`src/rtl/mltp_pkg.sv`:
```
// mltp_pkg: shared types and constants for the multiplier arbiter.
package mltp_pkg;

    localparam int unsigned MLTP_LAT = 12;
    localparam int unsigned PROD_W   = 16;
    localparam int unsigned OPND_W   = 8;

    typedef enum logic [1:0] {
        IDLE  = 2'd0,
        START = 2'd1,
        WAIT  = 2'd2,
        DONE  = 2'd3
    } arb_state_t;

    // Operand pair handed to the multiplier (B = multiplicand, Q = multiplier).
    typedef struct packed {
        logic [OPND_W-1:0] b;
        logic [OPND_W-1:0] q;
    } opnd_t;

endpackage

```
`src/rtl/mltp_rr_pick.sv`:
```
// mltp_rr_pick: combinational round-robin picker; first set request at/after ptr, wrapping.
module mltp_rr_pick #(
    parameter  int unsigned N_REQ = 4,
    localparam int unsigned ID_W  = $clog2(N_REQ)
) (
    input  logic [N_REQ-1:0] req,
    input  logic [ID_W-1:0]  ptr,
    output logic [ID_W-1:0]  winner_c,
    output logic             any_c
);

    int unsigned idx;

    // Scan requesters starting at the pointer; the first hit wins.
    always_comb begin
        winner_c = '0;
        any_c    = 1'b0;
        idx      = 0;
        for (int unsigned k = 0; k < N_REQ; k++) begin
            idx = (32'(ptr) + k) % N_REQ;
            if (!any_c && req[ID_W'(idx)]) begin
                winner_c = ID_W'(idx);
                any_c    = 1'b1;
            end
        end
    end

endmodule

```
`src/rtl/mltp_arbiter.sv`:
```
// mltp_arbiter: shares one sequential multiplier among N_REQ requesters with
// round-robin grant, a single start pulse per op and a fixed-latency wait.
// Optional statistics (op_cnt, wait_max) are built when MLTP_ARB_STATS_EN is defined.
module mltp_arbiter
    import mltp_pkg::*;
#(
    parameter  int unsigned N_REQ   = 4,
    parameter  int unsigned MUL_LAT = MLTP_LAT,
    localparam int unsigned ID_W    = $clog2(N_REQ)
) (
    input  logic                     CLK,
    input  logic                     Clr,
    input  logic [N_REQ-1:0]         req,
    input  logic [OPND_W*N_REQ-1:0]  b_in,
    input  logic [OPND_W*N_REQ-1:0]  q_in,
    output logic [N_REQ-1:0]         ack,
    output logic                     rsp_valid,
    output logic [ID_W-1:0]          rsp_id,
    output logic [PROD_W-1:0]        rsp_prod,
    output logic                     busy,
    output logic                     mul_s,
    output logic [OPND_W-1:0]        mul_b,
    output logic [OPND_W-1:0]        mul_q_in,
    input  logic [OPND_W-1:0]        mul_a,
    input  logic [OPND_W-1:0]        mul_q
`ifdef MLTP_ARB_STATS_EN
    ,
    output logic [15:0]              op_cnt,
    output logic [7:0]               wait_max
`endif
);

    localparam int unsigned CNT_W = $clog2(MUL_LAT + 1);

    arb_state_t          state, state_nxt;
    logic [CNT_W-1:0]    cnt, cnt_nxt;
    logic [ID_W-1:0]     ptr, ptr_nxt;
    logic [ID_W-1:0]     winner, winner_nxt;
    logic [N_REQ-1:0]    ack_nxt;
    logic                rsp_valid_nxt;
    logic [ID_W-1:0]     rsp_id_nxt;
    logic [PROD_W-1:0]   rsp_prod_nxt;
    logic                busy_nxt;
    logic                mul_s_nxt;
    opnd_t               opnd, opnd_nxt;
    opnd_t               opnd_arr [N_REQ];
    logic [ID_W-1:0]     pick_c;
    logic                any_c;

    // Per-requester operand view of the flat input buses.
    for (genvar g = 0; g < N_REQ; g++) begin : g_opnd
        assign opnd_arr[g] = '{b: b_in[g*OPND_W +: OPND_W], q: q_in[g*OPND_W +: OPND_W]};
    end

    mltp_rr_pick #(.N_REQ(N_REQ)) u_pick (
        .req      (req),
        .ptr      (ptr),
        .winner_c (pick_c),
        .any_c    (any_c)
    );

    assign mul_b    = opnd.b;
    assign mul_q_in = opnd.q;

    // State register; shares the multiplier's negedge.
    always_ff @(negedge CLK or negedge Clr) begin
        if (!Clr) begin
            state <= IDLE;
        end else begin
            state <= state_nxt;
        end
    end

    // Next-state and next-output decode.
    always_comb begin
        state_nxt     = state;
        cnt_nxt       = cnt;
        ptr_nxt       = ptr;
        winner_nxt    = winner;
        ack_nxt       = '0;
        rsp_valid_nxt = 1'b0;
        rsp_id_nxt    = rsp_id;
        rsp_prod_nxt  = rsp_prod;
        busy_nxt      = busy;
        mul_s_nxt     = 1'b0;
        opnd_nxt      = opnd;
        unique case (state)
            IDLE: begin
                busy_nxt = 1'b0;
                if (any_c) begin
                    winner_nxt = pick_c;
                    opnd_nxt   = opnd_arr[pick_c];
                    ack_nxt    = N_REQ'(1) << pick_c;
                    busy_nxt   = 1'b1;
                    state_nxt  = START;
                end
            end
            START: begin
                mul_s_nxt = 1'b1;
                cnt_nxt   = CNT_W'(MUL_LAT - 1);
                state_nxt = WAIT;
            end
            WAIT: begin
                if (cnt == '0) begin
                    state_nxt = DONE;
                end else begin
                    cnt_nxt = cnt - CNT_W'(1);
                end
            end
            DONE: begin
                rsp_prod_nxt  = {mul_a, mul_q};
                rsp_id_nxt    = winner;
                rsp_valid_nxt = 1'b1;
                ptr_nxt       = (32'(winner) == N_REQ - 1) ? '0 : winner + ID_W'(1);
                state_nxt     = IDLE;
            end
            default: state_nxt = IDLE;
        endcase
    end

    // Registered outputs, latency counter and round-robin pointer.
    always_ff @(negedge CLK or negedge Clr) begin
        if (!Clr) begin
            cnt       <= '0;
            ptr       <= '0;
            winner    <= '0;
            ack       <= '0;
            rsp_valid <= 1'b0;
            rsp_id    <= '0;
            rsp_prod  <= '0;
            busy      <= 1'b0;
            mul_s     <= 1'b0;
            opnd      <= '0;
        end else begin
            cnt       <= cnt_nxt;
            ptr       <= ptr_nxt;
            winner    <= winner_nxt;
            ack       <= ack_nxt;
            rsp_valid <= rsp_valid_nxt;
            rsp_id    <= rsp_id_nxt;
            rsp_prod  <= rsp_prod_nxt;
            busy      <= busy_nxt;
            mul_s     <= mul_s_nxt;
            opnd      <= opnd_nxt;
        end
    end

`ifdef MLTP_ARB_STATS_EN
    logic [7:0] wcnt [N_REQ];
    logic [7:0] wait_max_nxt;

    // Per-requester count of edges spent requesting without a grant.
    for (genvar g = 0; g < N_REQ; g++) begin : g_wait
        logic [7:0] wc;
        always_ff @(negedge CLK or negedge Clr) begin
            if (!Clr) begin
                wc <= '0;
            end else if (ack_nxt[g] || !req[g]) begin
                wc <= '0;
            end else if (wc != 8'hFF) begin
                wc <= wc + 8'd1;
            end
        end
        assign wcnt[g] = wc;
    end

    // Only one requester is granted per edge, so only its wait can raise the max.
    always_comb begin
        wait_max_nxt = wait_max;
        if ((state == IDLE) && any_c && (wcnt[pick_c] > wait_max)) begin
            wait_max_nxt = wcnt[pick_c];
        end
    end

    // Completed-op counter (wrapping) and longest observed wait.
    always_ff @(negedge CLK or negedge Clr) begin
        if (!Clr) begin
            op_cnt   <= '0;
            wait_max <= '0;
        end else begin
            if (rsp_valid_nxt) begin
                op_cnt <= op_cnt + 16'd1;
            end
            wait_max <= wait_max_nxt;
        end
    end
`endif

endmodule
```
`config.mk`:
```
export PLATFORM = sky130hd
export DESIGN_NAME = mltp_arbiter
export DESIGN_NICKNAME = d
export VERILOG_FILES = /design/src/rtl/mltp_pkg.sv /design/src/rtl/mltp_rr_pick.sv /design/src/rtl/mltp_arbiter.sv
export SDC_FILE = /design/constraint.sdc
export NUM_CORES = 1
export LEC_CHECK = 0
export ABC_AREA = 1
export BUFFER_PORTS_ARGS = -buffer_cell sky130_fd_sc_hd__buf_2
export CAP_MARGIN = 5
export CORE_ASPECT_RATIO = 0.8
export CORE_MARGIN = 5
export CORE_UTILIZATION = 30
export DETAILED_ROUTE_END_ITERATION = 10
export GPL_TIMING_DRIVEN = 0
export PLACE_DENSITY = 0.54
export SETUP_SLACK_MARGIN = 0.3
export SYNTH_ARGS = -nofsm -noshare
export SYNTH_HDL_FRONTEND = slang
export SYNTH_SLANG_ARGS = --single-unit
```
`constraint.sdc`:
```
create_clock -name CLK -period 1.97 [get_ports CLK]
set_input_delay 0.197 -clock CLK [delete_from_list [all_inputs] [get_ports CLK]]
set_output_delay 0.197 -clock CLK [all_outputs]
set_load 0.01 [all_outputs]
```
======== Word-level counts from Yosys, hierarchy flattened ========
Cells that the tools add are included.
word-level totals
  bits in registers ....................... 51
  bits of input ports ..................... 86
  output and inout port bits .............. 41
  logic and storage cells ................. 73
operators by class
  $add $sub $neg .......................... 5
  magnitude comparators ................... 5
  equality and inequality tests ........... 7
  shifts and indexed selects .............. 1
  muxes and demuxes ....................... 30
  bitwise operators ....................... 1
  reduce and logical (&&, ||, !) cells .... 12
operator list
  operator                                                                       count
  16-bit binary-select mux with 2-bit select                                     1
  16-bit two-way mux                                                             2
  2-bit two-way mux                                                              7
  2-bit by 3-bit less-than comparator with 1-bit output (second input constant)  4
  4-bit two-way mux                                                              3
  1-bit two-way mux                                                              11
  1-bit binary-select mux with 2-bit select                                      4
  2-bit case mux with 4 select lines                                             1
  4-bit case mux with 2 select lines                                             1
  2-bit equality test (second input constant)                                    3
  2-bit inequality test (second input constant)                                  3
  2-bit AND reduction                                                            3
  2-bit by 1-bit adder with 2-bit output (second input constant)                 2
  2-bit adder (second input constant)                                            2
  4-bit logical NOT                                                              1
  1-bit by 2-bit << shifter with 4-bit output (first input constant)             1
  4-bit by 1-bit subtractor with 4-bit output (second input constant)            1
  3-bit greater-or-equal comparator (second input constant)                      1
  1-bit logical AND                                                              3
  1-bit logical NOT                                                              3
  2-bit inverter with 3-bit output                                               1
  2-bit by 1-bit equality test with 1-bit output (second input constant)         1
  2-bit logical NOT                                                              1
  2-bit nonzero test                                                             1

======== Depth between registers and ports, before layout ========
  depth in word-level cells ............... 16
  gate-level depth with buffers ........... 15
  depth with buffers taken out ............ 13

======== By module ========
A second synthesis with hierarchy kept.
unflattened totals
  cell total of the unflattened synthesis .. 430
  area total of the unflattened synthesis .. 3044.2 um2
by module, submodules not included
  module        instances  cells an instance  area each (um2)  seq. area each (um2)
  mltp_arbiter  1          371                2725.1           1276.2
  mltp_rr_pick  1          59                 319.1            0.0

==> results.sh <==
export IMPL_path_cells="buf_8, inv_4, nand2_4, nand3_4, nand2_4, nor2_4, nand3_4, buf_12, buf_8, nand3_1, nand2_1, nand2_1, nand3_2"
export IMPL_areaGrowthSynthToFinish_pct=75.7
export IMPL_overflow=0
export IMPL_max_cap_violations=0
export IMPL_hpwl_um=6770
export IMPL_coreArea_mm2=0.00915
export IMPL_nets=663
export IMPL_grt_pass1_vias=3183
export IMPL_insertedDiodeCount=0
export IMPL_cts_hold_buffers=0
export IMPL_internal_power_mw=5.46
export IMPL_h_tree_depth=2
export IMPL_outcome="finished, violations left"
export IMPL_p_per_area_mw_per_mm2=2030
export IMPL_async_reset_ff_share_pct=100
export IMPL_yosysSeqAreaShare_pct=44.8
export IMPL_synthesis_instances=398
export IMPL_grt_max_degree=52
export IMPL_slew_viol_final=0
export IMPL_cpPeakStageDelay_ps=190
export IMPL_setup_viol=66
export IMPL_groute_usage_overall_pct=16.0
export IMPL_ys_flop_type="dfrtn_1"
export IMPL_start_util_pct=31.1
export IMPL_syn_nets=490
export IMPL_cts_root_buf="clkbuf_16"
export IMPL_hold_viol_final=0
export IMPL_cts_path_max_buffers=2
export IMPL_cts_buffers_inserted=5
export IMPL_rsz0062_at_grt="yes"
export IMPL_worst_path_max_fanout=6
export IMPL_finalWorstSetupSlack_ps=-319
export IMPL_p_seq_share_pct=18.7
export IMPL_crit_buf_inv=4
export IMPL_yosysMostFrequentCell="nand2_1"
export IMPL_vias=3194
export IMPL_combPwrFrac_pct=73.1
export IMPL_post_route_drc_count=0
export IMPL_cts_tree="yes"
export IMPL_portBuffers=126
export IMPL_die_h_um=97.1
export IMPL_violations="negative setup slack"
export IMPL_synth_area_leader_cell="dfrtn_1"
export IMPL_num_rows=31
export IMPL_first_pass_iters=4
export IMPL_yosys_cell_types_count=27
export IMPL_switchingPower_mw=4.68
export IMPL_final_util_pct=54.6
export IMPL_fin_skew_ps=4.41
export IMPL_die_area_mm2=0.0116
export IMPL_antenna_found_initial=0
export IMPL_whs_ps=411
export IMPL_synth_area_top_cells="dfrtn_1 45%, nand2_1 27%, nand3_1 10%"
export IMPL_drt_iter0_drc=153
export IMPL_slowest_stage="buf_12"
export IMPL_final_setup_tns_ps=-8540
export IMPL_swShare_pct=46.2
export IMPL_gp_congestion=0.818
export IMPL_clock_sinks=51
export IMPL_critical_path_top_delay_family="simple AND/OR/NAND/NOR gates"
export IMPL_finalInstanceArea_mm2=0.00500
export IMPL_required_ps=1140
export IMPL_hp_class="reg -> reg"
export IMPL_wl_per_cell_um=14.8
export IMPL_relSlewSlack_pct=54.3
export IMPL_end_kind="flip-flop"
export IMPL_yosysTopAreaCellShare_pct=44.8
export IMPL_avgSynthCellArea_um2=7.16
export IMPL_synth_area_mm2=0.00285
export IMPL_drive_gt1_share_pct=55.3
export IMPL_worst_slew_pin_slew_ps=685
export IMPL_ys_warn_count=0
export IMPL_power_frac_clock_pct=8.3
export IMPL_placed_area_mm2=0.00367
export IMPL_drt_vias_per_instance=4.66
export IMPL_synth_edff_count=0
export IMPL_grt_pass1_wl_um=15500
export IMPL_wl_um=10200
export IMPL_clk_transition_reported_paths_ps=50
export IMPL_clock_latency_ps=300
export IMPL_leakagePower_nw=2.83
export IMPL_start_kind="input port"
export IMPL_fp_dieW_um=119
export IMPL_ios=127
export IMPL_ant_nets=0
export IMPL_synth_commonest_cells="208 x nand2_1, 57 x nand3_1, 51 x dfrtn_1"
export IMPL_synth_seq_cells=51
export IMPL_critPathKind="in -> reg"
export IMPL_cp_arrival_ps=1450
export IMPL_max_vdd_ir_drop_mv=0.729
## placed cells by master, fill, tap and decap left out, types with 8 or more instances in the layout
cell type,Yosys,routed
buf_4,5,25
dfrtn_1,51,51
clkbuf_16,0,8
buf_8,0,11
buf_2,6,109
nand3_1,57,17
nand2_1,208,150
nand3_2,2,38
inv_1,16,11
nand2_2,3,38
nand2_4,2,25
buf_6,3,28
## state kept, by name, summed over array words and instances, names as in the netlist
signal and count:
rsp_prod 16, mul_b 8, mul_q_in 8, ack 4
cnt 4, ptr 2, rsp_id 2, state 2
winner 2, busy 1, mul_s 1, rsp_valid 1
## worst min-delay path: cells and delay by family, from the launching register on
kind | cells | cell delay [ps]
flops | 1 | 400
simple gates | 2 | 100
## metal layers
| layer | vias to the layer above | GRT usage (%) | share of wire (%) |
|---|---|---|---|
| li1 | 1597 | - | - |
| met1 | 1500 | 21.7 | 45 |
| met2 | 93 | 26.7 | 49 |
| met3 | 4 | 3.43 | 5.3 |
| met4 | 0 | 2.58 | 0.54 |
| met5 | - | 0 | 0 |
## power groups by stage
stage                     clock network [mW]  logic [mW]  registers, mW
after floorplan                            0        2.96           2.05
after global placement                     0        4.42           1.86
after detailed placement                   0        4.48           1.87
after CTS                              0.867        5.81           1.88
after global routing                   0.900        8.02           1.95
final                                  0.839        7.41           1.89
## per-stage QoR
step                total power [mW]  instances  setup slack, ps
floorplan                       5.01        398             -367
global placement                6.28        639             -693
detailed placement              6.35        639             -738
CTS                             8.55        670             -320
global route                    10.9        686             -382
finish                          10.1        686             -319
## logic make-up after synthesis
group / Yosys count / synth area share, %
AO/OA/AOI/OAI: 15 / 2.90
adder cells (fa/ha/maj): 6 / 2.64
flip-flops: 51 / 44.8
AND/OR/NAND/NOR: 286 / 42.6
buffers and inverters: 40 / 7.07
## layout make-up
cell class / instances / area [um2]
repair buffers: 166 / 1220
fillers: 831 / 4150
clock buffers: 5 / 125
inverters: 22 / 111
multi-input cells: 307 / 1900
well taps: 115 / 144
clock inverters: 2 / 13.8
flip-flops and latches: 51 / 1280
plain buffers: 18 / 208
## path summary, 6_finish.rpt
kind	end	cells past startpoint	from	slack, ps
worst max-delay path	mul_q_in[7]	13	req[2]	-320
worst min-delay path	rsp_prod[0]	2	rsp_prod[0]	410
worst max register to register	mul_q_in[7]	13	ptr[1]	-170
worst min register to register	rsp_prod[0]	2	rsp_prod[0]	410
max in group asynchronous	rsp_prod[6]	1	Clr	680
min in group asynchronous	cnt[3]	1	Clr	800
## repair_timing
action / 4_1_cts / 5_1_grt
setup endpoints to repair: 117 / 76
cloned: 3 / 3
hold endpoints to repair: 0 / 0
buffers inserted: 21 / 13
pin swaps: 19 / 49
gates resized for setup: 87 / 110
(Power assumes the default switching activity.)
